===== src/rtl/store_buffer.sv =====
// ---------------------------------------------------------------------------
// store_buffer
//
// Purpose:
//   Decouples stores from the single data-memory port. Stores are queued in a
//   small circular FIFO and written back to memory in the cycles when no load
//   is using the port. Loads take priority over draining, with two limits:
//   a full buffer facing a new store forces a drain, and a 3-bit starvation
//   counter forces a drain after seven consecutive cycles of loads winning
//   over a non-empty buffer.
//
// Configuration macro:
//   STORE_BUF_FWD_EN - when defined, a load whose address matches buffered
//                      stores is granted immediately and returns the youngest
//                      matching store's data. When undefined, such a load is
//                      stalled until every matching entry has drained, and
//                      is then served from memory.
//
// Ports:
//   clk            in   single clock, all state updates on posedge
//   rst_n          in   synchronous active-low reset
//   st_valid       in   store request
//   st_addr        in   store word address   [ADDR_W]
//   st_data        in   store data           [DATA_W]
//   st_ready       out  store accepted this cycle
//   ld_valid       in   load request
//   ld_addr        in   load word address    [ADDR_W]
//   ld_ready       out  load granted this cycle
//   ld_data        out  load data, valid in the grant cycle [DATA_W]
//   dm_address     out  data-memory address  [ADDR_W]
//   dm_write_data  out  data-memory write data [DATA_W]
//   dm_mem_read    out  data-memory read strobe
//   dm_mem_write   out  data-memory write strobe
//   dm_read_data   in   combinational data-memory read result [DATA_W]
//   empty          out  no buffered stores
// ---------------------------------------------------------------------------
module store_buffer #(
    parameter int DEPTH  = 4,
    parameter int ADDR_W = 16,
    parameter int DATA_W = 16
) (
    input  logic              clk,
    input  logic              rst_n,
    input  logic              st_valid,
    input  logic [ADDR_W-1:0] st_addr,
    input  logic [DATA_W-1:0] st_data,
    output logic              st_ready,
    input  logic              ld_valid,
    input  logic [ADDR_W-1:0] ld_addr,
    output logic              ld_ready,
    output logic [DATA_W-1:0] ld_data,
    output logic [ADDR_W-1:0] dm_address,
    output logic [DATA_W-1:0] dm_write_data,
    output logic              dm_mem_read,
    output logic              dm_mem_write,
    input  logic [DATA_W-1:0] dm_read_data,
    output logic              empty
);

    localparam int PTR_W = (DEPTH > 1) ? $clog2(DEPTH) : 1;
    localparam int CNT_W = PTR_W + 1;
    localparam logic [CNT_W-1:0] FULL_COUNT = CNT_W'(DEPTH);
    localparam logic [2:0]       STARV_MAX  = 3'd7;

    // Entry storage. Contents are never reset; only the pointers and the
    // occupancy count decide which entries are live.
    logic [ADDR_W-1:0] addr_q [DEPTH];
    logic [DATA_W-1:0] data_q [DEPTH];

    logic [PTR_W-1:0] wr_ptr_q, wr_ptr_d;
    logic [PTR_W-1:0] rd_ptr_q, rd_ptr_d;
    logic [CNT_W-1:0] count_q,  count_d;
    logic [2:0]       starv_q,  starv_d;

    logic buf_empty;
    logic buf_full;
    logic forced_drain;
    logic hazard;
    logic ld_grant;
    logic drain;
    logic push;

    logic             match_any;
    logic [PTR_W-1:0] idx;
`ifdef STORE_BUF_FWD_EN
    logic [DATA_W-1:0] fwd_data;
`endif

    // Walk the live entries from oldest to youngest. Each later hit
    // overwrites the earlier one, so the forwarded data ends up being the
    // youngest matching store.
    always_comb begin
        match_any = 1'b0;
        idx       = rd_ptr_q;
`ifdef STORE_BUF_FWD_EN
        fwd_data  = '0;
`endif
        for (int k = 0; k < DEPTH; k++) begin
            idx = rd_ptr_q + PTR_W'(k);
            if ((CNT_W'(k) < count_q) && (addr_q[idx] == ld_addr)) begin
                match_any = 1'b1;
`ifdef STORE_BUF_FWD_EN
                fwd_data  = data_q[idx];
`endif
            end
        end
    end

    // With forwarding, a matching load is simply served from the buffer.
    // Without it, the load must wait for the matching stores to reach memory.
`ifdef STORE_BUF_FWD_EN
    assign hazard = 1'b0;
`else
    assign hazard = match_any;
`endif

    // Port arbitration and data-memory drive. Loads win the port unless a
    // drain is being forced. Drain is held off while reset is asserted so
    // a reset landing on a drain cycle never reaches memory.
    always_comb begin
        buf_empty     = (count_q == '0);
        buf_full      = (count_q == FULL_COUNT);
        forced_drain  = (buf_full && st_valid) ||
                        ((starv_q == STARV_MAX) && !buf_empty);
        ld_grant      = ld_valid && !forced_drain && !hazard;
        drain         = rst_n && !buf_empty && !ld_grant;
        push          = st_valid && !buf_full;

        st_ready      = !buf_full;
        empty         = buf_empty;
        ld_ready      = ld_grant;
        ld_data       = '0;
        dm_address    = '0;
        dm_write_data = '0;
        dm_mem_read   = 1'b0;
        dm_mem_write  = 1'b0;

        if (ld_grant) begin
            dm_address  = ld_addr;
            dm_mem_read = 1'b1;
`ifdef STORE_BUF_FWD_EN
            ld_data     = match_any ? fwd_data : dm_read_data;
`else
            ld_data     = dm_read_data;
`endif
        end else if (drain) begin
            dm_address    = addr_q[rd_ptr_q];
            dm_write_data = data_q[rd_ptr_q];
            dm_mem_write  = 1'b1;
        end
    end

    // Next-state for pointers, occupancy and the starvation counter. The
    // pointers are exactly log2(DEPTH) bits wide, so they wrap from DEPTH-1
    // to 0 on their own.
    always_comb begin
        wr_ptr_d = wr_ptr_q;
        rd_ptr_d = rd_ptr_q;
        count_d  = count_q;
        starv_d  = starv_q;

        if (push) begin
            wr_ptr_d = wr_ptr_q + PTR_W'(1);
        end
        if (drain) begin
            rd_ptr_d = rd_ptr_q + PTR_W'(1);
        end

        unique case ({push, drain})
            2'b10:   count_d = count_q + CNT_W'(1);
            2'b01:   count_d = count_q - CNT_W'(1);
            default: count_d = count_q;
        endcase

        // The counter measures how long loads have kept a non-empty buffer
        // from draining; any drain or an empty buffer restarts it.
        if (buf_empty || drain) begin
            starv_d = '0;
        end else if (ld_grant) begin
            starv_d = starv_q + 3'd1;
        end
    end

    // Control state register with synchronous active-low reset.
    always_ff @(posedge clk) begin
        if (!rst_n) begin
            wr_ptr_q <= '0;
            rd_ptr_q <= '0;
            count_q  <= '0;
            starv_q  <= '0;
        end else begin
            wr_ptr_q <= wr_ptr_d;
            rd_ptr_q <= rd_ptr_d;
            count_q  <= count_d;
            starv_q  <= starv_d;
        end
    end

    // Entry write on an accepted store.
    always_ff @(posedge clk) begin
        if (rst_n && push) begin
            addr_q[wr_ptr_q] <= st_addr;
            data_q[wr_ptr_q] <= st_data;
        end
    end

endmodule


===== config.mk =====
export PLATFORM = sky130hd
export DESIGN_NAME = store_buffer
export DESIGN_NICKNAME = d
export VERILOG_FILES = /design/src/rtl/store_buffer.sv
export SDC_FILE = /design/constraint.sdc
export NUM_CORES = 1
export LEC_CHECK = 0
export BUFFER_PORTS_ARGS = -buffer_cell sky130_fd_sc_hd__buf_2
export CORE_MARGIN = 2
export CORE_UTILIZATION = 57
export DETAILED_ROUTE_END_ITERATION = 16
export PLACE_DENSITY = 0.8
export SYNTH_ARGS = -nofsm -noshare
export SYNTH_HDL_FRONTEND = slang
export SYNTH_SLANG_ARGS = --single-unit

===== constraint.sdc =====
create_clock -name clk -period 3.78 [get_ports clk]
set_input_delay 0.567 -clock clk [delete_from_list [all_inputs] [get_ports clk]]
set_output_delay 0.567 -clock clk [all_outputs]
set_load 0.01 [all_outputs]

==> flow_summary.ini <==
[clock_network]
clockRootBuffer = clkbuf_16
cts.path.max_buffers = 2
ctsHoldBuffers = 0
cts_made_buffers = 17
tritoncts = yes
worstSkewPairLatency_ns = 0.43
cts-htree-levels = 4
clkSinkCount = 140
clk_pin_slew_ns = 0.06

[worst_setup_path]
r2r-start = rd_ptr_q[0]
crit_path_end_kind = output port
crit_chain = buf_6, buf_16, mux2i_1, xnor2_1, nor4_1, mux2_2, a32oi_1, o211a_4, buf_12, mux2_2, buf_6
critPathRequiredTime_ns = 3.21
worst-setup-path-type = flop to output port
reg2reg_slack_ns = 0.26
crit_fanout = 21
cp_data_arrival_time_ns = 3.22
r2r_cells = 13
startpoint_type = flop
r2r-end = count_q[2]
max_stage_delay_ns = 0.38
crit_slowest_cell = dfxtp_4

[detailed_routing]
wire_per_inst_um = 21.3
viasPerCell = 5.99
first_pass_iters = 5
drtIter0Drc = 425
route.antenna.remaining_nets = 0
routed_wl_mm = 18.7
vias = 5240
drc = 0

[grt]
grt.total_usage = 0.264
antenna_found_initial = 0
grt_pass1_vias = 5263
grt_pass1_wl_mm = 28.5
grt.overflow.total = 0
grt_max_degree = 33

[yosys]
synth_fa_ha_area_frac = 0.0178
synth.largest_area_cell = edfxtp_1
synthMostInstantiatedCell = edfxtp_1
synth_xor_area_frac = 0.0768
synth_top_area_share = 0.496
synthSimpleGateAreaFrac = 0.0842
synth_edf_count = 128
syn_inst = 548
synth_nets = 627
synthArstFlopShare = 0
syn-cell-area_um2 = 7750
synthFlopType = edfxtp_1
synthTopCellsByArea = edfxtp_1, mux4_2, xnor2_1, mux2i_1, dfxtp_1
synth_seq_area_share = 0.527
synth_compound_area_frac = 0.0418
yosysUniqueCellTypes = 46
synth_warnings = 0
yosys-top-cells-count = edfxtp_1, xnor2_1, mux4_2
synthMuxAreaShare = 0.219
synth_top_family_by_area = multiplexers
syn_area_per_cell_um2 = 14.1
ys_ff_latch = 140

[layout]
nNetsFinal = 766
fillerInstances = 850
drive_above_1_share = 0.411
syn_to_final_growth_pct = 24.3
diodes = 0

[floorplanning]
rows = 42
coreArea_um2 = 13200
num_io_pins = 121
start_util = 0.586
dieWidth_um = 121
dieArea_um2 = 14600
die_h_um = 121

[hold_path]
min_from = st_addr[2]
whs_endpoint = addr_q[3][2]
holdPathStages = 1
hold_path.class = input port to flop

[timing]
slew_viol_final = 0
skew_ns = 0.0118
rsz0062_at_grt = true
relSlewSlack = 0.466
tns_ns = -0.00300
clock.fmax_mhz = 264
tightestPinTransition_ns = 0.801
period_needed_ns = 3.78
finalHoldViolCount = 0
setup_ws_ns = -0.00300
fin_crit_sh = 1.00
final-setup-viol-count = 1

[pwr]
leakagePower_nw = 3.46
max-vdd-ir-drop_uv = 403
total_power_mw = 4.78
power.density_nw_per_um2 = 496

[place]
place.gp.congestion = 0.924
port_buffers = 120
place_hpwl_mm = 12.2

[status]
violations = setup timing
outcome = finished with violations

[run]
max_cap_viol_count = 0
## cell usage in the layout (no fill, tap or decap), types with 4 or more instances in the layout
| cell | n |
|---|---|
| a21oi_1 | 7 |
| xnor2_1 | 47 |
| ha_1 | 11 |
| buf_4 | 28 |
| mux2_2 | 5 |
| o21ai_0 | 10 |
| buf_6 | 9 |
| inv_1 | 8 |
| nor4_1 | 6 |
| nor2_1 | 5 |
| edfxtp_1 | 128 |
| mux2i_1 | 32 |
| nor3_1 | 5 |
| xor2_1 | 12 |
| nand2_1 | 43 |
| o21ai_1 | 6 |
| mux2i_2 | 5 |
| buf_12 | 10 |
| nand2b_1 | 4 |
| nand4_1 | 6 |
| mux4_2 | 55 |
| clkbuf_16 | 17 |
| clkinvlp_4 | 4 |
| buf_2 | 116 |
| xnor2_2 | 9 |
| and2_1 | 34 |
| a21boi_1 | 4 |
| and3_1 | 7 |
| dfxtp_1 | 9 |
| clkinv_2 | 4 |
## stage by stage
stage	worst slack, ns	area [µm²]	instances	hold slack, ns	util
6_report	-0.00300	9640	875	0.349	0.728
5_1_grt	-0.0988	9640	875	0.346	0.728
4_1_cts	-0.0297	9360	855	0.343	0.707
3_5_place_dp	0.0965	8580	816	0.419	0.648
3_3_place_gp	0.189	8580	816	0.405	0.648
2_1_floorplan	0.500	7750	548	0.396	-
## worst max-delay path by stage
stage / from / end / slack, ns / cells past startpoint
final: rd_ptr_q[0] / dm_address[1] / -0.003 / 11
after floorplan: rd_ptr_q[0] / count_q[2] / 0.50 / 15
after global routing: rd_ptr_q[0] / ld_data[15] / -0.1 / 11
after global placement: flop / dm_address[1] / 0.19 / 10
after detailed placement: flop / dm_address[1] / 0.1 / 10
after CTS: rd_ptr_q[0] / dm_address[10] / -0.03 / 10
## metal layers
| metal | up-vias | global-route usage | wire length (µm) |
|---|---|---|---|
| met2 | 264 | 0.442 | 9560 |
| met5 | - | 0 | 0 |
| met3 | 35 | 0.0632 | 1370 |
| met4 | 0 | 0.111 | 482 |
| li1 | 2370 | - | - |
| met1 | 2571 | 0.331 | 7260 |
## where the power goes
part	leakage [nW]	switching [mW]	total [mW]	internal, mW
registers	1.26	0.0688	1.84	1.77
clock network	0.240	0.621	1.45	0.825
logic	1.96	0.731	1.49	0.763
total	3.46	1.42	4.78	3.36
## critical path: cells and delay by family (launching register included)
kind | cells | cell delay, ns
AND/OR/NAND/NOR | 1 | 0.11
buffers and inverters | 4 | 0.61
AO/OA/AOI/OAI | 2 | 0.52
XOR/XNOR | 1 | 0.23
multiplexers | 3 | 0.94
flip-flops | 1 | 0.38
## area by class of cell
class / count / area, µm² / share of cell area
multi-input cells: 353 / 3590 / 0.373
well taps: 176 / 220 / 0.0228
inverters: 8 / 30.0 / 0.00312
clock buffers: 19 / 433 / 0.0449
clock inverters: 12 / 75.1 / 0.00779
flip-flops and latches: 140 / 4090 / 0.425
repair buffers: 167 / 1190 / 0.124
## state kept, by name, summed over array words and instances (netlist names), named ones only
register / cells
wr_ptr_q: 2
data_q: 64
count_q: 3
addr_q: 64
starv_q: 3
rd_ptr_q: 2
## kinds of logic after synthesis
| family | count (synthesis) |
|---|---|
| adder cells (fa/ha/maj) | 11 |
| AND/OR/NAND/NOR | 125 |
| buffers and inverters | 55 |
| XOR/XNOR | 68 |
| AO/OA/AOI/OAI | 49 |
| flip-flops | 140 |
| multiplexers | 100 |
## timing repair
action / in CTS / in global routing
gates resized for setup: 32 / 31
cloned: 3 / 0
endpoints found under the setup margin: 51 / 52
pin swaps: 5 / 5
buffers inserted: 5 / 20
Note: power is estimated with default switching activity, not from simulation.
